File: src/rtl/sodor_tb_pkg.sv
// Shared types and helpers for the Sodor simulation-harness memory models.
// Holds the NOP encoding, the imem response record and the address range check.
package sodor_tb_pkg;

  localparam int unsigned XLEN = 32;
  localparam logic [XLEN-1:0] RV_NOP = 32'h0000_0013;

  typedef struct packed {
    logic            valid;
    logic [XLEN-1:0] data;
  } imem_resp_t;

  typedef enum logic [1:0] {
    SLOT_IDLE,
    SLOT_ACCEPT,
    SLOT_STALL
  } slot_e;

  // The base compare happens before the subtraction so addresses below base never wrap into range.
  function automatic logic in_range(input logic [XLEN-1:0] addr,
                                    input logic [XLEN-1:0] base,
                                    input int unsigned     depth);
    logic [XLEN-1:0] off;
    off = addr - base;
    return (addr >= base) && ((off >> 2) < XLEN'(depth)) && (addr[1:0] == 2'b00);
  endfunction

endpackage

File: src/rtl/imem_resp_pipe.sv
// LATENCY-deep {valid,data} delay line with synchronous clear.
// With LATENCY=0 the response passes straight through, forced to zero during reset.
module imem_resp_pipe
  import sodor_tb_pkg::*;
#(
  parameter int unsigned LATENCY = 1
) (
  input  logic       clk_i,
  input  logic       rst_i,
  input  imem_resp_t in_i,
  output imem_resp_t out_o
);

  if (LATENCY == 0) begin : g_comb
    logic unused_clk;
    assign unused_clk = clk_i;

    always_comb begin
      out_o = in_i;
      if (rst_i) out_o = '0;
    end
  end else begin : g_pipe
    imem_resp_t stage_q [LATENCY];
    imem_resp_t stage_d [LATENCY];

    always_comb begin
      stage_d[0] = in_i;
      for (int unsigned i = 1; i < LATENCY; i++) stage_d[i] = stage_q[i-1];
    end

    always_ff @(posedge clk_i) begin
      if (rst_i) begin
        for (int unsigned i = 0; i < LATENCY; i++) stage_q[i] <= '0;
      end else begin
        stage_q <= stage_d;
      end
    end

    assign out_o = stage_q[LATENCY-1];
  end

endmodule

File: config.mk
export PLATFORM = sky130hd
export DESIGN_NAME = imem_resp_pipe
export DESIGN_NICKNAME = d
export VERILOG_FILES = /design/src/rtl/sodor_tb_pkg.sv /design/src/rtl/imem_resp_pipe.sv
export SDC_FILE = /design/constraint.sdc
export NUM_CORES = 1
export LEC_CHECK = 0
export BUFFER_PORTS_ARGS = -buffer_cell sky130_fd_sc_hd__buf_2
export CORE_MARGIN = 8
export CORE_UTILIZATION = 25
export DETAILED_ROUTE_END_ITERATION = 8
export SLEW_MARGIN = 20
export SYNTH_ARGS = -nofsm -noshare
export SYNTH_HDL_FRONTEND = slang
export SYNTH_SLANG_ARGS = --single-unit
File: constraint.sdc
create_clock -name clk_i -period 0.8 [get_ports clk_i]
set_input_delay 0.04 -clock clk_i [delete_from_list [all_inputs] [get_ports clk_i]]
set_output_delay 0.04 -clock clk_i [all_outputs]
set_load 0.01 [all_outputs]
Word level (Yosys, flattened, before mapping)
Cells that the tools add are included.
{"block": "totals", "in_bits": 35, "out_inout_bits": 33, "wordCells": 2, "regBits": 33}

Longest topological paths before layout
Gate-level depths: netlist (run 1).
{"block": "depth", "word_depth": 0, "mapped_depth": 2, "depth_no_buf": 1}

Least setup slack after synthesis (run 1)
Ideal clock, no wire load.
{"block": "synth_path", "path_type": "register -> output", "start": "register g_pipe.stage_q, in the netlist out_o[0]", "end": "output port out_o[0] in the netlist's numbering", "stages_incl_launch_ff": 1, "path_slack_ps": 429, "arrival_ps": 331, "required_ps": 760, "n_path_buf": 0, "path_cell_list": "dfxtp_1"}
{"item": "start, declared", "line_no": "imem_resp_pipe.sv:23", "rtl": "imem_resp_t stage_q [LATENCY];"}
{"item": "start signal, assigned", "line_no": "imem_resp_pipe.sv:35", "rtl": "stage_q <= stage_d;"}
{"item": "end, declared", "line_no": "imem_resp_pipe.sv:11", "rtl": "output imem_resp_t out_o"}
No word-level cell between the ends.

Worst setup path in the final report (run 1)
{"block": "layout_path", "start": "register g_pipe.stage_q, in the netlist out_o[5]", "end": "output port out_o[5] in the netlist's numbering"}
No word-level cell between the ends.

==> metrics.cfg, run 1 <==
[sta]
hold_viol = 0
rsz0062_at_grt = yes
max_slew_margin_pct = 90.5
finalMaxSlewViolations = 0
setup_slack_ps = -22.5
period_share_pct = 103
tightestPinTransition_ps = 143
whs_ps = 83.1
min_period_ps = 823
clock.fmax_ghz = 1.22
setup_viol = 25

[floorplan]
core_area_um2 = 3390
io_pins = 68
die_x_um = 75.7
die_area_um2 = 5720
dieHeight_um = 75.7
initial_core_util_pct = 26.2
fp-row-count = 21

[logic_synthesis]
ys_types = 3
syn_area_um2 = 890
syn_nets = 104
yosysWarnings = 0
synth_seq_cells = 33
synth-seq-area-share_pct = 74.3
syn_inst = 69
syn_area_per_cell_um2 = 12.9

[place]
place_hpwl_um = 1810
dp_cells = 180
gp_congestion = 0.655
dpl-instance-area_um2 = 1280
place_ws_ps = 280
io_buffer_count = 67

[clock_network]
cts.sinks = 33
cts.htree.levels = 2
cts_setup_buffers = 0
cts_tree = yes
cts_buffers = 5
root_buffer = clkbuf_4
clockBufferDepth = 2
clk_pin_slew_ps = 100

[finish]
drive_gt1_share_pct = 52.6
nNetsFinal = 209
n_antenna_cell = 0
stdcell_area_um2 = 1790
layout_commonest_cell = buf_2
fin_cells = 221
final_cell_mix = buf_2, nor2b_1, dlygate4sd3_1
seqCellArea_um2 = 682
area_growth_pct = 101
fillers = 307
multi_input_area_um2 = 206
largest_reg_flops = 33

[setup_path]
cp.buffers_inverters = 1
worstSetupPathType = flop to primary output
crit_chain = buf_6
crit_path_end_kind = primary output
worst-path-stages = 1
cpMaxStageDelayCell = dfxtp_2
cp.required_ps = 760
cp.arrival_ps = 780
cp_max_fo = 1
cpLargestDelayFamily = flip-flops
max_stage_delay_ps = 340
startpoint_type = flop

[route]
detail_route.wl_per_cell_um = 12.3
drt_iter0_markers = 20
vias_per_cell = 3.75
drt_wl_total_um = 2720
ant_nets = 0
route.detailed.drc = 0
vias = 828
first_pass_iters = 2

[global_route]
track_usage_pct = 9.90
antenna_found_initial = 0
grtUsageMet1_pct = 8.11
grt_use_met3_pct = 7.37
grt_max_degree = 34
gr-total-overflow = 0
use_met2_pct = 17.1
busiest_layer = met2
grt_pass1_wl_um = 4010
grt_pass1_vias = 914

[hold_path]
hold_path_class = input port to flop
hold_depth = 3

[status]
outcome = finished with violations
violations = negative setup slack

[power]
p_per_area_nw_per_um2 = 1750
p_leak_nw = 0.845
vdd.ir_drop.worst_uv = 1260

[job]
maxCapViolCount = 0

[final cells by class]
cell class                 count  area share (%)
clock buffer                   6            2.31
clock inverter                 2           0.559
multi-input combinational     33            11.5
sequential                    33            38.1
tap                           46            3.22
timing repair buffer         101            44.3
[what timing repair did]
| action | in CTS | in global routing |
|---|---|---|
| setup endpoints to repair | 33 | 33 |
| hold endpoints to repair | 33 | 0 |
| gates resized for setup | 1 | 33 |
| hold buffers | 33 | 0 |
[per-stage QoR]
stage / power [W] / setup TNS [ps] / util (%)
finish: 0.00312 / -227 / 52.8
global route: 0.00330 / -1960 / 52.8
CTS: 0.00309 / -1020 / 49.2
detailed placement: 0.00210 / 0 / 37.8
global placement: 0.00209 / 0 / 37.8
floorplan: 0.00192 / 0 / -
[final timing paths]
check / start / end / slack, ps
min: rst_i / out_o[5] / 80
max: out_o[5] / out_o[5] / -20
[layer usage]
metal / vias up / routed length [µm]
met1: 361 / 877
met5: - / 0
li1: 417 / -
met2: 45 / 1400
met4: 0 / 52
met3: 5 / 388
[cells by family after synthesis]
logic type             synth area share, %
flip-flops                            74.3
AND/OR/NAND/NOR                       23.2
buffers and inverters                 2.53
[cell usage after synthesis]
cell     number  area [µm²]
dfxtp_1      33         661
buf_4         3        22.5
nor2b_1      33         206
[power by group]
| part | leakage [nW] | internal [W] | switching [W] |
|---|---|---|---|
| Clock | 0.0320 | 0.000334 | 0.000536 |
| Sequential | 0.280 | 0.00174 | 0.0000297 |
| Combinational | 0.533 | 0.000321 | 0.000164 |
| Total | 0.845 | 0.00239 | 0.000730 |
(Power assumes the default switching activity.)
==> inputs of run 2 (changes only) <==
- ABC_AREA: default -> 1
- CORE_ASPECT_RATIO: default -> 1.2
- SETUP_SLACK_MARGIN: default -> 0.2
==> metrics.cfg, run 2 <==
[route]
drt_wl_total_um = 3000  ; +11%
detail_route.wl_per_cell_um = 11.6  ; -5.7%
route.detailed.drc = 0  ; unchanged
ant_nets = 0  ; unchanged
vias = 910  ; +9.9%
vias_per_cell = 3.51  ; -6.2%
drt_iter0_markers = 21  ; +5.0%
first_pass_iters = 4  ; +2

[logic_synthesis]
ys_types = 5  ; +2
syn_area_um2 = 958  ; +7.7%
synth-main-ff-cell = dfxtp_1
syn_area_per_cell_um2 = 9.31  ; -28%
syn_inst = 103  ; +49%
syn_nets = 138  ; +33%
yosysWarnings = 0  ; unchanged
netlist.area_leader.share_pct = 68.9  ; -5.3 points
async_flop_share_pct = 0  ; unchanged
synthSimpleGateAreaFrac_pct = 13.4  ; -9.8 points
synth_edf_count = 0  ; unchanged
synthMuxAreaShare_pct = 0  ; unchanged
synth_seq_cells = 33  ; unchanged
synth-seq-area-share_pct = 68.9  ; -5.3 points
synth_compound_area_share_pct = 0  ; unchanged
synth.top_cells.by_count = dfxtp_1, inv_1, nor2_1, buf_6, nor2_2
synth_top_family_by_area = buffers and inverters
synth_top_area_cell = dfxtp_1
synthXorXnorAreaFrac_pct = 0  ; unchanged
synth_area_leaders = dfxtp_1, inv_1, nor2_1
synthAdderAreaFrac_pct = 0  ; unchanged

[place]
place_hpwl_um = 1830  ; +0.98%
dpl-instance-area_um2 = 1330  ; +4.2%
io_buffer_count = 67  ; unchanged
gp_congestion = 0.624  ; -4.8%

[floorplan]
dieHeight_um = 83.8  ; +11%
initial_core_util_pct = 26.2  ; -0.085 points
die_area_um2 = 6080  ; +6.2%
die_x_um = 72.5  ; -4.1%
core_area_um2 = 3660  ; +8.1%
fp-row-count = 24  ; +14%
io_pins = 68  ; unchanged

[global_route]
grt_pass1_wl_um = 4650  ; +16%
grt_max_degree = 34  ; unchanged
gr-total-overflow = 0  ; unchanged
grt_pass1_vias = 1017  ; +11%
antenna_found_initial = 0  ; unchanged
track_usage_pct = 9.93  ; +0.026 points

[setup_path]
max_stage_delay_ps = 320  ; -20 ps
cp.required_ps = 760  ; about the same
worst-path-stages = 1  ; unchanged
cpMaxStageDelayCell = dfxtp_1
crit_chain = buf_2
cp_max_fo = 1  ; unchanged
cpLargestDelayFamily = flip-flops
startpoint_type = flop
worstSetupPathType = flop to primary output
crit_path_end_kind = primary output
cp.buffers_inverters = 1  ; unchanged
cp.arrival_ps = 720  ; -60 ps

[finish]
final_cell_mix = buf_2, nor2_1, dlymetal6s4s_1
layout_commonest_cell = buf_2
n_antenna_cell = 0  ; unchanged
nNetsFinal = 241  ; +15%
largest_reg_flops = 33  ; unchanged
drive_gt1_share_pct = 50.2  ; -2.3 points
fillers = 351  ; +14%
stdcell_area_um2 = 1930  ; +8.1%
area_growth_pct = 102
seqCellArea_um2 = 677  ; -0.73%
multi_input_area_um2 = 131  ; -36%

[clock_network]
cts_setup_buffers = 0  ; unchanged
clk_pin_slew_ps = 70  ; -30 ps
cts_buffers = 5  ; unchanged
clockBufferDepth = 2  ; unchanged
root_buffer = clkbuf_8
cts_tree = yes
cts.htree.levels = 2  ; unchanged
cts_hold_buffers = 32  ; -3.0%
cts.sinks = 33  ; unchanged

[power]
internal_power_w = 0.00308  ; +28%
p_leak_nw = 1.22  ; +45%
vdd.ir_drop.worst_uv = 1040  ; -17%
sw_frac_of_total_pct = 20.1  ; -3.3 points
p_comb_share_pct = 13.6  ; -1.9 points
p_per_area_nw_per_um2 = 1990  ; +14%
power_frac_clock_pct = 40.6  ; +13 points
seqPwrFrac_pct = 45.9  ; -11 points
p_sw_w = 0.000775  ; +6.1%

[sta]
whs_ps = 5.01  ; -78.1 ps
min_period_ps = 761  ; -61.3 ps
clock.fmax_ghz = 1.31  ; +8.1%
finalMaxSlewViolations = 0  ; unchanged
rsz0062_at_grt = yes
max_slew_margin_pct = 90.0  ; -0.51 points
hold_viol = 0  ; unchanged
final.setup.tns_ps = 0  ; +227 ps
setup_viol = 0  ; -100%
tightestPinTransition_ps = 150  ; +7.60 ps
period_share_pct = 95.1  ; -7.7 points

[job]
maxCapViolCount = 0  ; unchanged

[hold_path]
whs_endpoint = out_o[4]
hold_path_class = input port to flop
hold_depth = 3  ; unchanged
hp-start = in_i[4]

[status]
outcome = finished clean

run 2: cell count changes in the layout (fill, tap and decap cells not counted), moves of 4 or more:
| cell | before | now |
|---|---|---|
| dlymetal6s4s_1 | 0 | 23 |
| nor2_1 | 0 | 30 |
| dfxtp_1 | 16 | 20 |
| dfxtp_2 | 17 | 13 |
| inv_2 | 0 | 13 |
| inv_1 | 0 | 20 |
| nor2b_1 | 33 | 0 |
| clkbuf_4 | 5 | 0 |
| dlygate4sd3_1 | 33 | 9 |
| clkbuf_8 | 0 | 6 |
run 2: final cells by class:
cell class,instances,area share [%]
inverter,33,6.40
sequential,33,35.0
timing repair buffer,100,42.4
tap,52,3.36
clock buffer,7,4.46
clock inverter,1,1.55
multi-input combinational,33,6.79
run 2: repair_timing:
item / CTS / global route
endpoints found under the hold margin: 33 / 1
setup endpoints to repair: 33 / 59
resized for setup: 3 / 61
run 2: power by group through the flow:
stage	clock network (W)	logic [W]	registers [W]
global route	0.00169	0.000573	0.00177
floorplan	0	0.000102	0.00184
detailed placement	0	0.000329	0.00179
global placement	0	0.000324	0.00178
CTS	0.00162	0.000457	0.00175
finish	0.00156	0.000522	0.00177
run 2: worst max path at each step:
stage / to / start
floorplan: out_o[0] / rst_i
global placement: out_o[17] / rst_i
detailed placement: out_o[12] / rst_i
CTS: out_o[11] / out_o[11]
global route: out_o[27] / out_o[27]
finish: out_o[27] / out_o[27]
run 2: logic make-up after synthesis:
kind of cell           after synthesis
buffers and inverters               37
DFF                                 33
and+or+nand+nor                     33
run 2: through the flow:
| step | util (%) | power [W] | setup slack, ps | instances |
|---|---|---|---|---|
| floorplan | - | 0.00194 | 383 | 103 |
| global placement | 36.4 | 0.00211 | 287 | 219 |
| detailed placement | 36.4 | 0.00211 | 272 | 219 |
| CTS | 48.7 | 0.00382 | 33.7 | 259 |
| global route | 52.8 | 0.00403 | -5.64 | 259 |
| finish | 52.8 | 0.00385 | 38.8 | 259 |
run 2: layer usage:
metal	GRT usage [%]	vias to the layer above	wire, µm
met5	0	-	0
met4	6.20	0	68
met3	4.09	4	218
met2	19.2	33	1810
met1	7.59	395	910
li1	-	478	-
